==> src/rtl/seq_pkg.sv <==
// Shared definitions for the 1101 pattern transmitter and its companion detector.
package seq_pkg;

  // Pattern frame width and the frame itself, sent MSB first.
  localparam int unsigned PAT_W = 4;
  localparam logic [PAT_W-1:0] PAT = 4'b1101;

  // Bit index at which overlapped frames restart (the leading 1 is shared).
  localparam logic [1:0] OVL_START = 2'd1;

  // Index of the final bit within a frame.
  localparam logic [1:0] LAST_IDX = 2'(PAT_W - 1);

  typedef enum logic [1:0] {
    StIdle = 2'd0,
    StPat  = 2'd1,
    StGap  = 2'd2
  } seq_state_e;

  // Pattern bit at frame index idx (index 0 is the MSB).
  function automatic logic pat_bit(input logic [1:0] idx);
    logic [1:0] pos;
    pos = LAST_IDX - idx;
    return PAT[pos];
  endfunction

endpackage

==> src/rtl/seq_pattern_tx.sv <==
// Serial burst generator: emits count frames of 1101 with optional zero gaps
// or overlapped frames, with busy framing and a one-cycle done pulse.
module seq_pattern_tx
  import seq_pkg::*;
#(
  parameter int unsigned CNT_W = 4,
  parameter int unsigned GAP_W = 4
) (
  input  logic             clk,
  input  logic             rst,
  input  logic             start,
  input  logic [CNT_W-1:0] count,
  input  logic [GAP_W-1:0] gap,
  input  logic             overlap,
  output logic             dout,
  output logic             busy,
  output logic             done
);

  seq_state_e       state_q;
  logic [1:0]       idx_q;      // bit index of the frame bit currently on dout
  logic [CNT_W-1:0] frames_q;   // frames still to send after the current one
  logic [GAP_W-1:0] gap_len_q;  // latched gap length
  logic [GAP_W-1:0] gap_cnt_q;  // gap cycles left, including the current one
  logic             ovl_q;      // latched overlap request
  logic             dout_q;
  logic             busy_q;
  logic             done_q;

  // Burst FSM with registered outputs; every output reflects the state entered.
  always_ff @(posedge clk) begin
    if (rst) begin
      state_q   <= StIdle;
      idx_q     <= '0;
      frames_q  <= '0;
      gap_len_q <= '0;
      gap_cnt_q <= '0;
      ovl_q     <= 1'b0;
      dout_q    <= 1'b0;
      busy_q    <= 1'b0;
      done_q    <= 1'b0;
    end else begin
      done_q <= 1'b0;
      unique case (state_q)
        StIdle: begin
          dout_q <= 1'b0;
          busy_q <= 1'b0;
          if (start) begin
            if (count != '0) begin
              state_q   <= StPat;
              idx_q     <= '0;
              dout_q    <= pat_bit(2'd0);
              busy_q    <= 1'b1;
              frames_q  <= count - 1'b1;
              gap_len_q <= gap;
              ovl_q     <= overlap;
            end else begin
              // Empty burst: nothing sent, completion still signalled.
              done_q <= 1'b1;
            end
          end
        end

        StPat: begin
          if (idx_q != LAST_IDX) begin
            idx_q  <= idx_q + 2'd1;
            dout_q <= pat_bit(idx_q + 2'd1);
          end else if (frames_q != '0) begin
            frames_q <= frames_q - 1'b1;
            if (gap_len_q != '0) begin
              state_q   <= StGap;
              gap_cnt_q <= gap_len_q;
              dout_q    <= 1'b0;
            end else if (ovl_q) begin
              // Back-to-back overlapped frame reuses the previous trailing 1.
              idx_q  <= OVL_START;
              dout_q <= pat_bit(OVL_START);
            end else begin
              idx_q  <= '0;
              dout_q <= pat_bit(2'd0);
            end
          end else begin
            state_q <= StIdle;
            dout_q  <= 1'b0;
            busy_q  <= 1'b0;
            done_q  <= 1'b1;
          end
        end

        StGap: begin
          if (gap_cnt_q == GAP_W'(1)) begin
            state_q <= StPat;
            idx_q   <= '0;
            dout_q  <= pat_bit(2'd0);
          end else begin
            gap_cnt_q <= gap_cnt_q - 1'b1;
          end
        end

        default: begin
          state_q <= StIdle;
          dout_q  <= 1'b0;
          busy_q  <= 1'b0;
        end
      endcase
    end
  end

  assign dout = dout_q;
  assign busy = busy_q;
  assign done = done_q;

endmodule

==> config.mk <==
export PLATFORM = sky130hd
export DESIGN_NAME = seq_pattern_tx
export DESIGN_NICKNAME = d
export VERILOG_FILES = /design/src/rtl/seq_pkg.sv /design/src/rtl/seq_pattern_tx.sv
export SDC_FILE = /design/constraint.sdc
export NUM_CORES = 1
export LEC_CHECK = 0
export BUFFER_PORTS_ARGS = -buffer_cell sky130_fd_sc_hd__buf_2
export CORE_MARGIN = 5
export CORE_UTILIZATION = 35
export DETAILED_ROUTE_END_ITERATION = 12
export HOLD_SLACK_MARGIN = 0.06
export PLACE_DENSITY = 0.64
export SYNTH_ARGS = -nofsm -noshare
export SYNTH_HDL_FRONTEND = slang
export SYNTH_SLANG_ARGS = --single-unit
==> constraint.sdc <==
create_clock -name clk -period 1.76 [get_ports clk]
set_input_delay 0.088 -clock clk [delete_from_list [all_inputs] [get_ports clk]]
set_output_delay 0.088 -clock clk [all_outputs]
set_load 0.01 [all_outputs]
## Word-level counts from Yosys, hierarchy flattened

Index checks and enable logic that the tools add are counted.

| storage, ports and cells | value |
|---|---|
| bits in registers | 20 |
| input port bits | 12 |
| output and inout port bits | 3 |

| operators by class | value |
|---|---|
| add/sub/neg operators | 5 |
| $lt $le $gt $ge | 1 |
| equal/unequal tests | 15 |
| mux-type cells | 42 |
| bitwise gates (word level) | 1 |
| reduce and logical (&&, ||, !) cells | 13 |

Operator list:

| operator | number |
|---|---|
| 4-bit 2-to-1 mux | 8 |
| 2-bit 2-to-1 mux | 12 |
| 2-bit inequality test, second input constant | 9 |
| 4-bit one-hot mux with 2 select lines | 2 |
| 5-bit AND reduction | 3 |
| 1-bit 2-to-1 mux | 14 |
| 2-bit one-hot mux with 3 select lines | 2 |
| 4-bit nonzero test | 3 |
| 4-bit by 1-bit subtractor with 4-bit output, second input constant | 3 |
| 3-bit inequality test, second input constant | 3 |
| 1-bit one-hot mux with 3 select lines | 2 |
| 3-bit AND reduction | 2 |
| 6-bit AND reduction | 1 |
| 4-bit by 1-bit == test with 1-bit output, second input constant | 1 |
| 2-bit nonzero test | 2 |
| 2-bit by 3-bit less-than comparator with 1-bit output, second input constant | 1 |
| 3-bit nonzero test | 1 |
| 2-bit by 1-bit adder with 2-bit output, second input constant | 1 |
| 1-bit binary-select mux with 2-bit select | 1 |
| 2-bit by 1-bit == test with 1-bit output, second input constant | 1 |
| 2-bit == test, second input constant | 1 |
| 2-bit zero test | 1 |
| 1-bit one-hot mux with 2 select lines | 1 |
| 2-bit subtractor, first input constant | 1 |
| 1-bit NOT | 1 |

## Depth between registers and ports, before layout

| logic depth | value |
|---|---|
| depth in word-level cells | 6 |
| gate-level depth with buffers | 9 |
| gate-level depth less buffers | 7 |

## Worst setup path after synthesis

Ideal clock, no wire load.

| timing path | value |
|---|---|
| path type | reg2reg |
| from | reg state_q[0] |
| to | reg frames_q[2] |
| library setup time | 0.058 ns |
| arrival time | 1.696 ns |
| setup slack | 0.006 ns |
| cell stages (with the launch flop) | 10 |
| path buffers | 2 |
| clock period less this slack | 1.754 ns |
| cells stage by stage | dfxtp_1 buf_2 nand2b_1 buf_2 mux2i_1 ha_1 nor3b_1 nand3_1 a32oi_1 o21a_1 |

| on the way | value |
|---|---|
| longest elaborated chain between the ends | 3 |
| elaborated cells between the ends (all ways) | 9 |

Ends and longest elaborated chain:

| element | line | source |
|---|---|---|
| start, declared | seq_pattern_tx.sv:20 | `seq_state_e state_q;` |
| start signal, assigned | seq_pattern_tx.sv:33 | `state_q <= StIdle;` |
| start signal, assigned | seq_pattern_tx.sv:50 | `state_q <= StPat;` |
| start signal, assigned | seq_pattern_tx.sv:71 | `state_q <= StGap;` |
| 2-bit by 1-bit == test with 1-bit output / 2-bit zero test (equally long branches) | seq_pattern_tx.sv:44 | `unique case (state_q)` |
| 2-bit inequality test (no source line) / 2-bit nonzero test (equally long branches) | - |  |
| 5-bit AND reduction (no source line) | - |  |
| end signal, assigned | seq_pattern_tx.sv:54 | `frames_q <= count - 1'b1;` |
| end signal, assigned | seq_pattern_tx.sv:69 | `frames_q <= frames_q - 1'b1;` |
| end, declared | seq_pattern_tx.sv:22 | `logic [CNT_W-1:0] frames_q;` |

Several ways; a longest one is shown, not always the timed one.
A chain may end at the register's enable or synchronous reset.

## Final worst setup path

| timing path | value |
|---|---|
| from | reg state_q[1] |
| to | reg frames_q[2] |

Same word-level chain as after synthesis.

==> flow_summary.yaml <==
synthesis:
  ys_warn_count: 0
  synth_simple_gate_area_share_pct: 28.2
  synth_adder_area_share_pct: 5.34
  avgSynthCellArea_um2: 8.08
  synth_top_family_by_area: "simple AND/OR/NAND/NOR gates"
  async_reset_ff_share_pct: 0
  yosysMostFrequentCell: "dfxtp_1"
  synthTopCellsByArea: "dfxtp_1 (34%), a21oi_1 (6.4%), ha_1 (5.3%)"
  synth_mux_area_share_pct: 2.56
  ys.flop_type: "dfxtp_1"
  synth_xor_area_share_pct: 0
  synth_compound_area_share_pct: 24.3
  synth_edf_count: 0
  synth_seq_cells: 20
  synth-seq-area-share_pct: 34.2
  synth_top_area_share_pct: 34.2
  syn_nets: 162
  synth_common_cells: "dfxtp_1 (20), a21oi_1 (15), nand2_1 (13), nor2_1 (13), nand3_1 (9)"
  synth.largest_area_cell: "dfxtp_1"
  ys_types: 44
  synthCells: 145
  syn_area_um2: 1170
global_route:
  grt_start_max_net_pins: 20
  grt_pass1_vias: 1101
  grt_overflow: 0
  grt_pass1_wl_um: 4840
  grt_antenna_before_repair: 0
  grt.total_usage_pct: 13.8
hold_path:
  hp-start: "start"
  holdPathStages: 3
  hold_path_class: "in2reg"
  min_to: "done"
finish:
  fill_cells: 336
  diodes: 0
  drive_gt1_share_pct: 18.9
  final_nets: 188
  areaGrowthSynthToFinish_pct: 21.5
place:
  dp_slack_ns: -0.0136
  port_buffers: 14
  gp_congestion: 0.890
  hpwlAfterDp_um: 2170
sta:
  max_freq_mhz: 596
  layout_worst_path_cycle_share_pct: 95.4
  setup_viol: 0
  skew_ns: 0.00435
  hold_viol_final: 0
  finalWorstSetupSlack_ns: 0.0816
  drv_slew: 0
  fin_crit_ns: 1.68
  worst_pin_slew_ns: 0.444
  slew_headroom_pct: 70.4
die:
  initial_utilization_pct: 35.7
  rows: 21
  fp.dieH_um: 67.8
  die_width_um: 67.8
  dieArea_um2: 4600
  coreArea_um2: 3280
  io_pins: 15
worst_setup_path:
  start_kind: "register"
  critical-path-top-delay-family: "simple AND/OR/NAND/NOR gates"
  crit_fanout: 3
  r2r_end: "frames_q[2]"
  ff2ff_path_depth: 7
  setup.worst_path.end_class: "register"
  arrival_ns: 1.93
  crit_required_ns: 2.01
  crit-reg2reg-launch: "state_q[1]"
  critical_path_class: "reg2reg"
  max_stage_delay_ns: 0.34
  worstPathCellList: "nand2b_2 > mux2i_2 > ha_1 > inv_1 > or3_1 > a32oi_1 > o21a_1"
  rrSetupSlack_ns: 0.08
  cp_slowest_cell: "dfxtp_1"
  critPathBufInv: 1
drt:
  drc: 0
  wl_met1_um: 1300
  met3WireLength_um: 131
  dr.first_iter.drc_count: 47
  topRoutingLayerUsed: "met4"
  via_count: 1161
  wl_met2_um: 1360
  viasPerCell: 5.40
  routedWlPerCell_um: 13.4
  antenna_left: 0
  wirelength_um: 2870
  dr.pass1.iters: 4
power_and_ir_drop:
  p_total_mw: 0.933
  powerDensity_nw_per_um2: 656
  peakVddDrop_mv: 0.295
  leakage_nw: 0.551
clocking:
  cts.sinks: 20
  insertion_delay_ns: 0.30
  htreeDepth: 1
  cts_tree: "yes"
  path_clk_slew_ns: 0.10
  numCtsBuffers: 3
  clock_path_buffers: 2
  root_buffer: "clkbuf_4"
job:
  maxCapViolCount: 0
status:
  status: "completed"
-- tightest hold or removal path, delay by kind of cell --
| kind | cells | cell delay, ns |
|---|---|---|
| AO/OA/AOI/OAI | 1 | 0.06 |
| buffers and inverters | 1 | 0.12 |
| AND/OR/NAND/NOR | 1 | 0.15 |
-- cell type report --
type / count / area (um^2) / area share [%]
Inverter: 7 / 26.3 / 1.85
Tap cell: 46 / 57.6 / 4.05
Clock buffer: 3 / 22.5 / 1.58
Timing Repair Buffer: 29 / 195 / 13.7
Multi-Input combinational cell: 110 / 721 / 50.7
Sequential cell: 20 / 400 / 28.1
-- metal layers --
metal / track usage [%] / vias up
li1: - / 596
met5: 0 / -
met2: 22.5 / 36
met3: 1.97 / 8
met1: 16.8 / 521
met4: 9.18 / 0
-- worst max path at each step --
stage               slack [ns]         start            to  cells after the start
floorplan                0.006    state_q[0]   frames_q[2]                      9
global placement           0.1  gap_cnt_q[0]  gap_cnt_q[0]                      5
detailed placement       -0.01    state_q[1]   frames_q[2]                      7
CTS                      0.007    state_q[1]   frames_q[2]                      7
global route             -0.01    state_q[1]   frames_q[2]                      7
finish                    0.08    state_q[1]   frames_q[2]                      7
-- cells in the final DEF (no fill, tap or decap), drive strengths merged --
cell type and count:
a32oi 2, o21a 2, o2bb2ai 1, inv 7, or4b 1, nor4 2
nand3b 2, nor2 13, nand4 3, o21ai 3, a21oi 15, a21o 1
nand2b 5, nor3b 3, or3b 1, and2b 1, a221o 3, or4 3
a211oi 2, or3 1, nor3 2, a22oi 1, nand3 9, o41ai 1
mux2i 3, clkbuf 3, o31ai 1, a311o 1, o32ai 2, dfxtp 20
ha 5, o22a 1, a31oi 1, o41a 1, o221a 2, buf 24
nor2b 2, nand2 13, dlygate4sd3 5, and2 1
-- metrics by stage --
step                hold slack [ns]  setup TNS (ns)  cells  area, um^2  util [%]
floorplan                     0.235               0    145        1170         -
global placement              0.343               0    206        1330      40.5
detailed placement            0.350         -0.0136    206        1330      40.5
CTS                           0.151               0    214        1410      42.9
global route                  0.167         -0.0136    215        1420      43.3
finish                        0.161               0    215        1420      43.3
-- where the power goes --
group          total, mW  leakage (nW)  internal, mW  switching [mW]
Combinational      0.213         0.374         0.102           0.111
Sequential         0.502         0.164         0.478          0.0241
Clock              0.218        0.0138        0.0799           0.138
Total              0.933         0.551         0.659           0.273
-- kinds of logic (layout without fill, tap and decap cells) --
group           Yosys count  in the layout
compound gates           40             40
fa+ha+maj                 5              5
buf+inv                  15             39
flops                    20             20
mux                       3              3
simple gates             62             62
-- flip-flops by register name, indices dropped and copies added, names as in the netlist --
name	cells
busy	1
state_q	2
dout	1
ovl_q	1
frames_q	4
gap_len_q	4
done	1
gap_cnt_q	4
idx_q	2
-- repair_timing --
item	CTS	global route
hold buffers	5	0
gates resized for setup	2	2
endpoints found under the hold margin	5	0
buffers inserted	0	1
endpoints found under the setup margin	1	5
No activity file was read; power rests on OpenSTA's default activity.
